[config.mk]
export PLATFORM = sky130hd
export DESIGN_NAME = membus_arbiter
export DESIGN_NICKNAME = d
export VERILOG_FILES = /design/src/rtl/membus_arbiter.sv
export SDC_FILE = /design/constraint.sdc
export NUM_CORES = 1
export LEC_CHECK = 0
export CAP_MARGIN = 20
export CORE_AREA = 3 3 124 126
export DETAILED_ROUTE_END_ITERATION = 10
export DIE_AREA = 0 0 127 129
export DONT_BUFFER_PORTS = 1
export GPL_ROUTABILITY_DRIVEN = 0
export MAX_ROUTING_LAYER = met4
export PLACE_DENSITY_LB_ADDON = 0.2
export SYNTH_ARGS = -nofsm -noshare
export SYNTH_HDL_FRONTEND = slang
export SYNTH_SLANG_ARGS = --single-unit
export TNS_END_PERCENT = 10
[constraint.sdc]
create_clock -name clk -period 5.6 [get_ports clk]
set_input_delay 1.12 -clock clk [delete_from_list [all_inputs] [get_ports clk]]
set_output_delay 1.12 -clock clk [all_outputs]
set_load 0.01 [all_outputs]
[src/rtl/membus_arbiter.sv]
// Two-to-one Membus arbiter (instruction fetch vs. load/store) in front of the MMIO controller.
// One outstanding request, zero added latency, alternating grants under contention.
module membus_arbiter #(
  parameter int XLEN              = 32,
  parameter int MEMBUS_DATA_WIDTH = 32,
  parameter bit IBUS_FIRST        = 1'b0
) (
  input  logic                           clk,
  input  logic                           rst,
  // instruction-fetch requester
  input  logic                           ibus_valid_i,
  output logic                           ibus_ready_o,
  input  logic [XLEN-1:0]                ibus_addr_i,
  input  logic                           ibus_wen_i,
  input  logic [MEMBUS_DATA_WIDTH-1:0]   ibus_wdata_i,
  input  logic [MEMBUS_DATA_WIDTH/8-1:0] ibus_wmask_i,
  output logic                           ibus_rvalid_o,
  output logic [MEMBUS_DATA_WIDTH-1:0]   ibus_rdata_o,
  // load/store requester
  input  logic                           dbus_valid_i,
  output logic                           dbus_ready_o,
  input  logic [XLEN-1:0]                dbus_addr_i,
  input  logic                           dbus_wen_i,
  input  logic [MEMBUS_DATA_WIDTH-1:0]   dbus_wdata_i,
  input  logic [MEMBUS_DATA_WIDTH/8-1:0] dbus_wmask_i,
  output logic                           dbus_rvalid_o,
  output logic [MEMBUS_DATA_WIDTH-1:0]   dbus_rdata_o,
  // toward the MMIO controller
  output logic                           mem_valid_o,
  input  logic                           mem_ready_i,
  output logic [XLEN-1:0]                mem_addr_o,
  output logic                           mem_wen_o,
  output logic [MEMBUS_DATA_WIDTH-1:0]   mem_wdata_o,
  output logic [MEMBUS_DATA_WIDTH/8-1:0] mem_wmask_o,
  input  logic                           mem_rvalid_i,
  input  logic [MEMBUS_DATA_WIDTH-1:0]   mem_rdata_i,
  // state observation: 0=NONE, 1=IBUS, 2=DBUS
  output logic [1:0]                     dbg_owner_o,
  output logic [1:0]                     dbg_lock_o,
  output logic [1:0]                     dbg_last_grant_o,
  output logic                           dbg_stray_o
);

  // Handshake: a request transfers when valid & ready are both high at a clk edge;
  // a master holds its request fields stable while valid is high and ready is low.

  localparam int DW = MEMBUS_DATA_WIDTH;
  localparam int MW = MEMBUS_DATA_WIDTH / 8;

  typedef enum logic [1:0] {
    M_NONE = 2'd0,
    M_IBUS = 2'd1,
    M_DBUS = 2'd2
  } master_e;

  localparam master_e LAST_GRANT_RST = IBUS_FIRST ? M_DBUS : M_IBUS;

  master_e owner_q, owner_d;
  master_e lock_q, lock_d;
  master_e last_grant_q, last_grant_d;

  master_e         sel;
  logic            eligible;
  logic            sel_valid;
  logic [XLEN-1:0] sel_addr;
  logic            sel_wen;
  logic [DW-1:0]   sel_wdata;
  logic [MW-1:0]   sel_wmask;
  logic            req_valid;
  logic            accept;
  logic            stray;

  always_ff @(posedge clk) begin
    if (rst) begin
      owner_q      <= M_NONE;
      lock_q       <= M_NONE;
      last_grant_q <= LAST_GRANT_RST;
    end else begin
      owner_q      <= owner_d;
      lock_q       <= lock_d;
      last_grant_q <= last_grant_d;
    end
  end

  // Selection: a pending (locked) request wins, then a lone requester, then fairness.
  always_comb begin
    sel = M_NONE;
    if (lock_q != M_NONE) begin
      sel = lock_q;
    end else if (ibus_valid_i && dbus_valid_i) begin
      sel = (last_grant_q == M_IBUS) ? M_DBUS : M_IBUS;
    end else if (ibus_valid_i) begin
      sel = M_IBUS;
    end else if (dbus_valid_i) begin
      sel = M_DBUS;
    end
  end

  always_comb begin
    sel_valid = 1'b0;
    sel_addr  = '0;
    sel_wen   = 1'b0;
    sel_wdata = '0;
    sel_wmask = '0;
    case (sel)
      M_IBUS: begin
        sel_valid = ibus_valid_i;
        sel_addr  = ibus_addr_i;
        sel_wen   = ibus_wen_i;
        sel_wdata = ibus_wdata_i;
        sel_wmask = ibus_wmask_i;
      end
      M_DBUS: begin
        sel_valid = dbus_valid_i;
        sel_addr  = dbus_addr_i;
        sel_wen   = dbus_wen_i;
        sel_wdata = dbus_wdata_i;
        sel_wmask = dbus_wmask_i;
      end
      default: ;
    endcase
  end

  // A completing response frees the slot in the same cycle, enabling back-to-back issue.
  assign eligible  = (owner_q == M_NONE) || mem_rvalid_i;
  assign req_valid = eligible && sel_valid;
  assign accept    = req_valid && mem_ready_i;
  assign stray     = mem_rvalid_i && (owner_q == M_NONE);

  always_comb begin
    owner_d      = owner_q;
    lock_d       = M_NONE;
    last_grant_d = last_grant_q;
    if (accept) begin
      owner_d      = sel;
      last_grant_d = sel;
    end else begin
      if (req_valid) begin
        lock_d = sel;
      end
      if (mem_rvalid_i) begin
        owner_d = M_NONE;
      end
    end
  end

  always_comb begin
    mem_valid_o   = 1'b0;
    mem_addr_o    = '0;
    mem_wen_o     = 1'b0;
    mem_wdata_o   = '0;
    mem_wmask_o   = '0;
    ibus_ready_o  = 1'b0;
    dbus_ready_o  = 1'b0;
    ibus_rvalid_o = 1'b0;
    ibus_rdata_o  = '0;
    dbus_rvalid_o = 1'b0;
    dbus_rdata_o  = '0;
    if (!rst) begin
      if (eligible) begin
        mem_valid_o  = sel_valid;
        mem_addr_o   = sel_addr;
        mem_wen_o    = sel_wen;
        mem_wdata_o  = sel_wdata;
        mem_wmask_o  = sel_wmask;
        ibus_ready_o = (sel == M_IBUS) && mem_ready_i;
        dbus_ready_o = (sel == M_DBUS) && mem_ready_i;
      end
      if (owner_q == M_IBUS) begin
        ibus_rvalid_o = mem_rvalid_i;
        ibus_rdata_o  = mem_rvalid_i ? mem_rdata_i : '0;
      end
      if (owner_q == M_DBUS) begin
        dbus_rvalid_o = mem_rvalid_i;
        dbus_rdata_o  = mem_rvalid_i ? mem_rdata_i : '0;
      end
    end
  end

  assign dbg_owner_o      = owner_q;
  assign dbg_lock_o       = lock_q;
  assign dbg_last_grant_o = last_grant_q;
  assign dbg_stray_o      = stray && !rst;

`ifndef SYNTHESIS
  always_ff @(posedge clk) begin
    if (!rst) begin
      assert (!stray) else $warning("membus_arbiter: response with no outstanding request dropped");
    end
  end
`endif

endmodule

**After elaboration in Yosys (flattened, before gate mapping)**

Index checks and enable logic that the tools add are counted.

- Equal/unequal tests: 5
- Muxes and demuxes: 35
- Bitwise gates (word level): 1
- Reduce and logical (&&, ||, !) cells: 13

Operator list:

| operator | number |
|---|---|
| 2-to-1 mux 32 bit | 9 |
| case mux 32 bit (2 select lines) | 2 |
| 2-to-1 mux 2 bit | 7 |
| 2-to-1 mux 1 bit | 12 |
| 2-to-1 mux 4 bit | 2 |
| case mux 4 bit (2 select lines) | 1 |
| logical AND 1 bit | 7 |
| equality test 2 x 1 -> 1 bit (second input constant) | 3 |
| equality test 2 bit (second input constant) | 2 |
| case mux 1 bit (2 select lines) | 2 |
| nonzero test 2 bit | 2 |
| OR reduction 3 bit | 1 |
| zero test 2 bit | 1 |
| zero test 1 bit | 1 |
| logical OR 1 bit | 1 |
| inverter 1 bit | 1 |

- Flip-flop bits (word level): 6
- Input bits: 176

**Depth between registers and ports, before layout**

Gate-level depths: netlist (run 1).

- Depth in word-level cells: 9
- Gate-level depth with buffers: 8
- Gate-level depth less buffers: 7

**Worst setup path after synthesis (run 1)**

No wires, ideal clock.

- Kind: input -> output
- From: input port dbus_valid_i
- To: output port mem_addr_o[0]
- Data arrival time: 2724 ps
- Path slack: 1756 ps
- Cell stages on the path: 8
- Cells stage by stage: nor2b_1 -> o2bb2ai_1 -> inv_1 -> ha_1 -> or3_1 -> buf_4 -> buf_6 -> nor2_1

- Longest elaborated chain between the ends: 8

Ends and longest elaborated chain:

| item | RTL line | source |
|---|---|---|
| start: declaration | 20 | `input logic dbus_valid_i,` |
| 2-to-1 mux 2 bit | 94 | `end else if (dbus_valid_i) begin` |
| 2-to-1 mux 2 bit | 92 | `end else if (ibus_valid_i) begin` |
| 2-to-1 mux 2 bit (*) | 90 | `end else if (ibus_valid_i && dbus_valid_i) begin` |
| 2-to-1 mux 2 bit (*) | 88 | `if (lock_q != M_NONE) begin` |
| net sel[1] | 62 | `master_e sel;` |
| equality test 2 bit or equality test 2 x 1 -> 1 bit (tied branches) | 105 | `case (sel)` |
| case mux 32 bit (2 select lines) (*) | 105 |  |
| 2-to-1 mux 32 bit (*) | 160 | `if (eligible) begin` |
| 2-to-1 mux 32 bit (*) | 159 | `if (!rst) begin` |
| end: declaration | 31 | `output logic [XLEN-1:0] mem_addr_o,` |

Mark *: on every way through the listed nets, which the timed path passes. The rest lies on a longest branch.

**Worst setup path in the final report (run 1)**

- From: input port ibus_valid_i
- To: output port mem_addr_o[25]

- Longest elaborated chain between the ends: 7

Ends and longest elaborated chain:

| item | RTL line | source |
|---|---|---|
| start: declaration | 11 | `input logic ibus_valid_i,` |
| 2-to-1 mux 2 bit or logical AND 1 bit (tied branches) | 92, 90 |  |
| 2-to-1 mux 2 bit (*) | 90 |  |
| 2-to-1 mux 2 bit (*) | 88 |  |
| equality test 2 bit or equality test 2 x 1 -> 1 bit (tied branches) | 105 |  |
| case mux 32 bit (2 select lines) (*) | 105 |  |
| 2-to-1 mux 32 bit (*) | 160 |  |
| 2-to-1 mux 32 bit (*) | 159 |  |

Mark *: on every way between the ends. The rest lies on a longest branch, timed or not.

==> results of run 1 <==
## worst max-delay path: stages
cell and delay (ns):
nor2b_1 0.13, a21oi_1 0.37, ha_2 0.92, buf_4 0.35, a22oi_1 0.12, nor2_1 0.21
## flip-flops by register name (all words and copies together) (netlist names)
| signal | cells |
|---|---|
| dbg_owner_o | 2 |
| dbg_last_grant_o | 2 |
| dbg_lock_o | 2 |
## metal layers
| layer | vias up | track usage [%] |
|---|---|---|
| met1 | 951 | 7.26 |
| li1 | 915 | - |
| met3 | 2 | 1.49 |
| met2 | 187 | 15.2 |
| met4 | 0 | 0.568 |
| met5 | - | - |
## placed cells by master, fill, tap and decap left out, types with 2 or more instances in the layout
cell       netlist  layout
and2_1          64      64
and4bb_2         2       2
nor2_1          72      72
o31ai_1          3       3
ha_2             0       2
clkbuf_16        0       3
and3_1           2       2
or3b_2           2       2
dfxtp_1          6       6
buf_4            1       2
nor4_1           2       2
nor2b_1          3       3
inv_1            3       3
a22oi_1         70      70
## worst paths after layout
kind | startpoint | end
min reg2reg | dbg_last_grant_o[0]$_SDFFE_PP1P_ | dbg_last_grant_o[0]$_SDFFE_PP1P_
max reg2reg | dbg_last_grant_o[1]$_SDFFE_PP0P_ | dbg_owner_o[0]$_SDFFE_PP0P_
min | dbg_last_grant_o[0]$_SDFFE_PP1P_ | dbg_last_grant_o[0]$_SDFFE_PP1P_
max | ibus_valid_i | mem_addr_o[25]
## area by class of cell
class	instances	area [µm²]	share of cell area, %
Multi-Input combinational cell	233	1430	75.1
Tap cell	184	230	12.1
Sequential cell	6	120	6.33
Clock buffer	3	75.1	3.96
Timing Repair Buffer	3	35.0	1.85
Inverter	3	11.3	0.593
## synthesized netlist by cell type, drive strengths merged (2+ instances only)
library cell	count
ha	2
nor2	72
a22oi	70
clkbuf	21
and2	64
nor4	2
inv	3
nor2b	3
and3	2
buf	10
o31ai	3
or3b	2
dfxtp	6
and4bb	2
## power by group
| group | internal (mW) | switching [mW] |
|---|---|---|
| clock network | 0.0917 | 0.0245 |
| registers | 0.0440 | 0.00186 |
| logic | 0.0427 | 0.0842 |
## kinds of logic (layout without fill, tap and decap cells)
kind of cell               after synthesis  after routing
DFF                                      6              6
adders and majority gates                2              2
and+or+nand+nor                        152            152
AOI/OAI and AO/OA                       78             78
muxes                                    1              1
buffers and inverters                   34              9
## through the flow
step	utilization, %	instance area, µm²	setup WS [ns]	hold WS, ns	total power, mW
final	13.2	1900	1.22	0.614	0.289
after global routing	13.2	1900	1.03	0.664	0.308
after detailed placement	12.5	1800	0.945	0.610	0.172
after floorplan	-	1730	1.76	0.556	0.164
after CTS	13.0	1880	0.942	0.627	0.289
after global placement	12.5	1800	1.02	0.601	0.168
==> flow_summary_export.csv, run 1 <==
group,metric,value,unit
status,status,"complete, no violations",
logic_synthesis,synthMuxAreaShare,0.580,%
layout,fin_nets,428,
timing,hold_viol,0,
worst_setup_path,r2r_slack,2.47,ns
logic_synthesis,syn_area,1730,µm²
timing,clock.fmax,0.228,GHz
logic_synthesis,synth_xor_area_share,0,%
job,drv_cap,0,
clock_network,ctsHoldBuffers,0,
route,routed-via-count,2055,
placed_design,dpl.hpwl,6.39,mm
global_routing,grt_pass1_wl,9.31,mm
timing,tightest_slew,1.01,ns
logic_synthesis,syn_nets,451,
logic_synthesis,synthTopCellsByArea,"a22oi_1 (30%), and2_1 (23%), nor2_1 (16%)",
timing,skew,0.00239,ns
clock_network,cts_setup_buffers,0,
route,wl_per_cell,17.4,µm
logic_synthesis,synth_top_cell_by_area,"a22oi_1",
worst_setup_path,critPathArrivalTime,3.26,ns
power,power_density,152,nW/µm²
logic_synthesis,synth_area_per_cell,6.32,µm²
worst_setup_path,crit_path_max_fanout,57,
route,met3_length,783,µm
timing,setup_viol,0,
clock_network,cts.path.max_buffers,2,
timing,min_period,4.38,ns
placed_design,dp.cells,428,
floorplan,die-area,16400,µm²
route,ant_nets,0,
floorplan,initial_utilization,12.0,%
clock_network,clk_latency,0.23,ns
floorplan,rows,44,
global_routing,overflow,0,
power,leakage,0.606,nW
layout,finalNonFillerCells,432,
timing,fin_tns_setup,0,ns
floorplan,coreArea,14400,µm²
layout,fillerInstances,1667,
route,top_layer_used,"met4",
global_routing,grt_pass1_vias,1683,
clock_network,clk_pin_slew,0.04,ns
logic_synthesis,ys.flop_type,"dfxtp_1",
logic_synthesis,synthAdderAreaFrac,1.45,%
route,viasPerCell,4.76,
power,ir_drop,107,µV
logic_synthesis,synth_compound_area_share,34.1,%
route,drtPass1Iterations,5,
floorplan,die_x,127,µm
route,wl_met1,2.44,mm
global_routing,grt_max_degree,73,
timing,slew_headroom,33.0,%
worst_setup_path,reg2regPathDepth,6,
logic_synthesis,synth_top_area_share,30.4,%
clock_network,cts_resized,0,
global_routing,antenna_found_initial,0,
clock_network,clock-sinks,6,
clock_network,cts_tree,"done",
logic_synthesis,ys_seq_area_share,6.96,%
floorplan,fp.dieH,129,µm
logic_synthesis,yosysUniqueCellTypes,27,
timing,min_period_over_period,78.2,%
timing,final_max_slew_viol_count,0,
global_routing,grt_usage,7.35,%
route,drt_iter0_markers,127,
hold_path,hold_path.class,"reg2reg",
worst_setup_path,critPathRequiredTime,4.48,ns
logic_synthesis,synth_top_family_by_area,"simple AND/OR/NAND/NOR gates",
layout,diodes,0,
logic_synthesis,synth_edf_count,0,
logic_synthesis,async_flop_share,0,%
placed_design,portBuffers,0,
floorplan,io_pins,321,
worst_setup_path,startpoint_type,"input port",
logic_synthesis,yosys.area_share.simple,46.2,%
logic_synthesis,yosysWarnings,0,
clock_network,numCtsBuffers,3,
logic_synthesis,ys_ff_latch,6,
worst_setup_path,end_kind,"output port",
route,wirelength,7.50,mm
clock_network,root_buffer,"clkbuf_16",
worst_setup_path,crit_type,"in2out",
route,drc,0,
layout,areaGrowthSynthToFinish,9.93,%
hold_path,whs_path_depth,2,
logic_synthesis,netlist_instances,273,
layout,drive_above_1_share,6.05,%
clock_network,htreeDepth,1,
timing,rsz0062_at_grt,"false",
route,wl_met2,4.27,mm
(Power assumes the default switching activity.)
==> run 2, diff against run 1 <==
==> constraint.sdc (replaced) <==
create_clock -name clk -period 4.1 [get_ports clk]
set_input_delay 0.82 -clock clk [delete_from_list [all_inputs] [get_ports clk]]
set_output_delay 0.82 -clock clk [all_outputs]
set_load 0.01 [all_outputs]
==> run 2 against run 1 <==
Clock power increased by 36%; hold slack got worse by 0.014 ns; non-clock buffer count unchanged; sequential share of layout area about the same; global-route usage decreased by 0.13 points; die area unchanged.
==> flow_summary_export.csv, run 2 (synthesized netlist as in run 1, its figures left out) <==
group,metric,value,unit
clock_network,cts_tree,"done",
layout,final_cell_mix,"nor2_1 (72), a22oi_1 (70), and2_1 (64)",
global_routing,antenna_found_initial,0,
power,finalPower,0.396,mW
layout,final_area,1910,µm²
power,power_density,207,nW/µm²
clock_network,clock-sinks,6,
worst_setup_path,crit_path_max_fanout,72,
layout,layout_commonest_cell,"nor2_1",
route,viasPerCell,4.73,
timing,setup_viol,0,
placed_design,dp.cells,429,
timing,fin_tns_setup,0,ns
floorplan,die-area,16400,µm²
clock_network,root_buffer,"clkbuf_16",
hold_path,hold_path.class,"reg2reg",
route,wl_per_cell,17.3,µm
clock_network,ctsHoldBuffers,0,
route,routed-via-count,2045,
job,drv_cap,0,
clock_network,cts_setup_buffers,0,
clock_network,clk_latency,0.23,ns
power,leakage,0.607,nW
floorplan,die_x,127,µm
worst_setup_path,startpoint_type,"input port",
power,switching_share,38.3,%
worst_setup_path,end_kind,"output port",
route,drtPass1Iterations,4,
timing,skew,0.000524,ns
clock_network,cts.path.max_buffers,2,
clock_network,htreeDepth,1,
layout,drive_above_1_share,6.05,%
status,status,"complete, no violations",
clock_network,clk_pin_slew,0.03,ns
power,p_clk_share,40.0,%
global_routing,overflow,0,
route,wirelength,7.48,mm
layout,diodes,0,
floorplan,io_pins,321,
floorplan,coreArea,14400,µm²
placed_design,dpl-instance-area,1840,µm²
route,ant_nets,0,
route,drt_iter0_markers,86,
worst_setup_path,critPathRequiredTime,3.28,ns
power,p_int,0.244,mW
timing,tightest_slew,0.777,ns
power,p_sw,0.152,mW
timing,clock.fmax,0.271,GHz
timing,min_period,3.69,ns
clock_network,numCtsBuffers,3,
timing,slew_headroom,48.2,%
global_routing,grt_pass1_vias,1619,
layout,fin_nets,428,
power,combPwrFrac,44.2,%
timing,min_period_over_period,90.1,%
power,pwr-share-seq,15.9,%
layout,areaGrowthSynthToFinish,10.7,%
global_routing,grt_pass1_wl,9.10,mm
floorplan,initial_utilization,12.0,%
floorplan,fp.dieH,129,µm
timing,final_max_slew_viol_count,0,
timing,rsz0062_at_grt,"false",
placed_design,portBuffers,0,
layout,fillerInstances,1658,
clock_network,cts_resized,0,
power,ir_drop,91.3,µV
worst_setup_path,critPathArrivalTime,2.87,ns
floorplan,rows,44,
worst_setup_path,crit_type,"in2out",
layout,finish.utilization,13.2,%
layout,finalNonFillerCells,432,
timing,hold_viol,0,
route,drc,0,
placed_design,dpl.hpwl,6.30,mm
global_routing,grt_max_degree,73,
global_routing,grt_usage,7.21,%
worst_setup_path,r2r_slack,1.22,ns
[run 2: cell counts in the layout (fill, tap and decap cells not counted)]
Identical to the previous run, type by type.
[run 2: power groups by stage]
| stage | logic [mW] | registers, mW | clock network, mW |
|---|---|---|---|
| after floorplan | 0.161 | 0.0628 | 0 |
| after global placement | 0.173 | 0.0637 | 0 |
| after detailed placement | 0.177 | 0.0636 | 0 |
| after CTS | 0.178 | 0.0628 | 0.160 |
| after global routing | 0.192 | 0.0630 | 0.165 |
| final | 0.175 | 0.0628 | 0.158 |
[run 2: per-layer routing]
layer / vias to the layer above / wire length [µm] / global-route usage (%)
li1: 912 / - / -
met1: 941 / 2450 / 7.06
met2: 192 / 4250 / 15.1
met3: 0 / 777 / 1.62
met4: 0 / 0 / 0.189
met5: - / 0 / -
[run 2: final timing paths]
kind | startpoint | to | cells past startpoint
setup / recovery | dbus_valid_i | mem_wdata_o[27] | 7
hold / removal | dbg_last_grant_o[0]$_SDFFE_PP1P_ | dbg_last_grant_o[0]$_SDFFE_PP1P_ | 2
setup reg to reg | dbg_last_grant_o[0]$_SDFFE_PP1P_ | dbg_owner_o[1]$_SDFFE_PP0P_ | 6
hold reg to reg | dbg_last_grant_o[0]$_SDFFE_PP1P_ | dbg_last_grant_o[0]$_SDFFE_PP1P_ | 2
[run 2: stage by stage]
step | hold WS [ns] | setup slack, ns
after floorplan | 0.556 | 0.856
after global placement | 0.605 | 0.366
after detailed placement | 0.600 | 0.341
after CTS | 0.604 | 0.347
after global routing | 0.639 | 0.229
final | 0.599 | 0.408
[run 2: worst max-delay path: stages]
cell and delay, ns:
nor2b_1 0.11, o2bb2ai_1 0.37, inv_1 0.09, ha_2 0.28
or3_2 0.46, buf_4 0.32, nor2_1 0.38
[run 2: layout make-up]
cell class / instances / area, µm² / area share (%)
Multi-Input combinational cell: 233 / 1430 / 74.7
Tap cell: 184 / 230 / 12.0
Sequential cell: 6 / 120 / 6.29
Clock buffer: 3 / 75.1 / 3.93
Timing Repair Buffer: 3 / 47.5 / 2.49
Inverter: 3 / 11.3 / 0.589
==> run 3, diff against run 2 <==
--- a/config.mk
+++ b/config.mk
@@ -5,11 +5,11 @@
 export SDC_FILE = /design/constraint.sdc
 export NUM_CORES = 1
 export LEC_CHECK = 0
+export BUFFER_PORTS_ARGS = -buffer_cell sky130_fd_sc_hd__buf_4
 export CAP_MARGIN = 20
-export CORE_AREA = 3 3 124 126
+export CORE_AREA = 3 3 122 124
 export DETAILED_ROUTE_END_ITERATION = 10
-export DIE_AREA = 0 0 127 129
-export DONT_BUFFER_PORTS = 1
+export DIE_AREA = 0 0 125 127
 export GPL_ROUTABILITY_DRIVEN = 0
 export MAX_ROUTING_LAYER = met4
 export PLACE_DENSITY_LB_ADDON = 0.2
==> run 3 against run 2 <==
Setup slack got worse by 0.22 ns; clock power grew 3%; sequential power down 2%; count of clock-buffer cells in the layout is the same; critical endpoint is now mem_wdata_o[26]; largest cell class is now non-clock buffers; highest routed layer is now met4.
==> flow_summary_export.csv, run 3 (synthesized netlist as in run 1, its figures left out) <==
group,metric,value,unit
status,status,"complete, no violations",
worst_setup_path,r2r-end,"dbg_lock_o[0]$_SDFF_PP0_",
hold_path,whs_path_depth,2,
floorplan,fp.dieH,127,µm
power,pwr-share-seq,10.3,%
route,routed-via-count,3200,
route,drtPass1Iterations,4,
floorplan,die_x,125,µm
timing,setup_ws,0.192,ns
clock_network,root_buffer,"clkbuf_16",
worst_setup_path,reg2regPathDepth,7,
global_routing,grt_pass1_vias,3243,
job,drv_cap,0,
timing,skew,0.000745,ns
layout,fillerInstances,1523,
clock_network,clk_latency,0.23,ns
worst_setup_path,end_kind,"output port",
timing,fin_tns_setup,0,ns
route,drt_iter0_markers,142,
power,power_density,138,nW/µm²
power,combPwrFrac,62.4,%
worst_setup_path,critPathRequiredTime,3.28,ns
worst_setup_path,crit_type,"in2out",
route,viasPerCell,4.26,
global_routing,grt_max_degree,63,
timing,slew_headroom,65.1,%
hold_path,hold_start,"dbg_last_grant_o[0]$_SDFFE_PP1P_",
timing,clock.fmax,0.256,GHz
power,leakage,2.24,nW
clock_network,cts_setup_buffers,0,
timing,min_period,3.91,ns
floorplan,coreArea,13900,µm²
clock_network,ctsHoldBuffers,0,
route,ant_nets,0,
placed_design,pre_cts_ws,0.184,ns
placed_design,dp.cells,747,
worst_setup_path,startpoint_type,"input port",
floorplan,rows,43,
floorplan,initial_utilization,12.4,%
layout,layout_commonest_cell,"buf_4",
power,p_clk_share,27.2,%
hold_path,min_to,"dbg_last_grant_o[0]$_SDFFE_PP1P_",
placed_design,dpl.hpwl,9.08,mm
clock_network,clk_pin_slew,0.04,ns
hold_path,hold_path.class,"reg2reg",
clock_network,clock-sinks,6,
clock_network,cts.path.max_buffers,2,
global_routing,antenna_found_initial,1,
power,p_sw,0.201,mW
clock_network,numCtsBuffers,3,
clock_network,htreeDepth,1,
global_routing,grt_usage,12.6,%
floorplan,io_pins,321,
timing,tightest_slew,0.523,ns
clock_network,cts_tree,"done",
layout,finalNonFillerCells,751,
power,p_int,0.395,mW
layout,fin_nets,750,
route,wirelength,11.0,mm
timing,rsz0062_at_grt,"false",
route,drc,0,
timing,whs,0.548,ns
timing,min_period_over_period,95.3,%
timing,setup_viol,0,
route,wl_per_cell,14.6,µm
layout,final_cell_mix,"buf_4 (323), nor2_1 (72), a22oi_1 (70)",
floorplan,die-area,15900,µm²
timing,final_max_slew_viol_count,0,
power,finalPower,0.596,mW
placed_design,portBuffers,320,
layout,drive_above_1_share,59.1,%
power,ir_drop,96.4,µV
global_routing,overflow,0,
timing,hold_viol,0,
worst_setup_path,crit_path_max_fanout,62,
worst_setup_path,r2r_slack,1.63,ns
worst_setup_path,r2r_start,"dbg_lock_o[0]$_SDFF_PP0_",
power,switching_share,33.7,%
layout,areaGrowthSynthToFinish,151,%
worst_setup_path,critPathArrivalTime,3.09,ns
clock_network,cts_resized,0,
global_routing,grt_pass1_wl,16.3,mm
run 3: worst max path at each step:
| stage | from | end | slack (ns) | depth (start not counted) |
|---|---|---|---|---|
| 3_5_place_dp | dbus_valid_i | mem_wdata_o[26] | 0.18 | 9 |
| 3_3_place_gp | dbus_valid_i | mem_wdata_o[26] | 0.24 | 9 |
| 2_1_floorplan | dbus_valid_i | mem_addr_o[0] | 0.86 | 8 |
| 6_report | dbus_valid_i | mem_wdata_o[26] | 0.19 | 9 |
| 5_1_grt | dbus_valid_i | mem_wdata_o[26] | 0.06 | 9 |
| 4_1_cts | dbus_valid_i | mem_wdata_o[26] | 0.18 | 9 |
run 3: critical path, cell delays in order:
cell	delay, ns
buf_4	0.12
nor2b_1	0.12
o2bb2ai_1	0.41
inv_1	0.09
ha_2	0.29
or3_2	0.63
buf_12	0.24
nor2_1	0.19
buf_4	0.15
run 3: stage by stage:
stage          util, %  area [µm²]
4_1_cts           31.1        4320
6_report          31.2        4330
5_1_grt           31.2        4330
3_5_place_dp      30.6        4250
3_3_place_gp      30.6        4250
2_1_floorplan        -        1730
run 3: layout make-up:
class                           count  area (µm²)  area share (%)
Timing Repair Buffer              325        2460            57.0
Multi-Input combinational cell    233        1430            33.0
Tap cell                          180         225            5.21
Sequential cell                     6         120            2.78
Clock buffer                        3        75.1            1.74
Inverter                            3        11.3           0.260
Antenna cell                        1        2.50          0.0579
run 3: per-layer routing:
layer / wire [µm] / global-route usage [%]
met5: 0 / -
met4: 233 / 3.32
met3: 1060 / 3.09
met2: 6000 / 24.8
met1: 3680 / 12.3
run 3: power by group through the flow:
| stage | combinational [mW] | sequential (mW) | clock (mW) |
|---|---|---|---|
| floorplan | 0.161 | 0.0628 | 0 |
| global placement | 0.372 | 0.0626 | 0 |
| detailed placement | 0.376 | 0.0626 | 0 |
| CTS | 0.378 | 0.0617 | 0.164 |
| global route | 0.406 | 0.0620 | 0.167 |
| finish | 0.372 | 0.0616 | 0.162 |
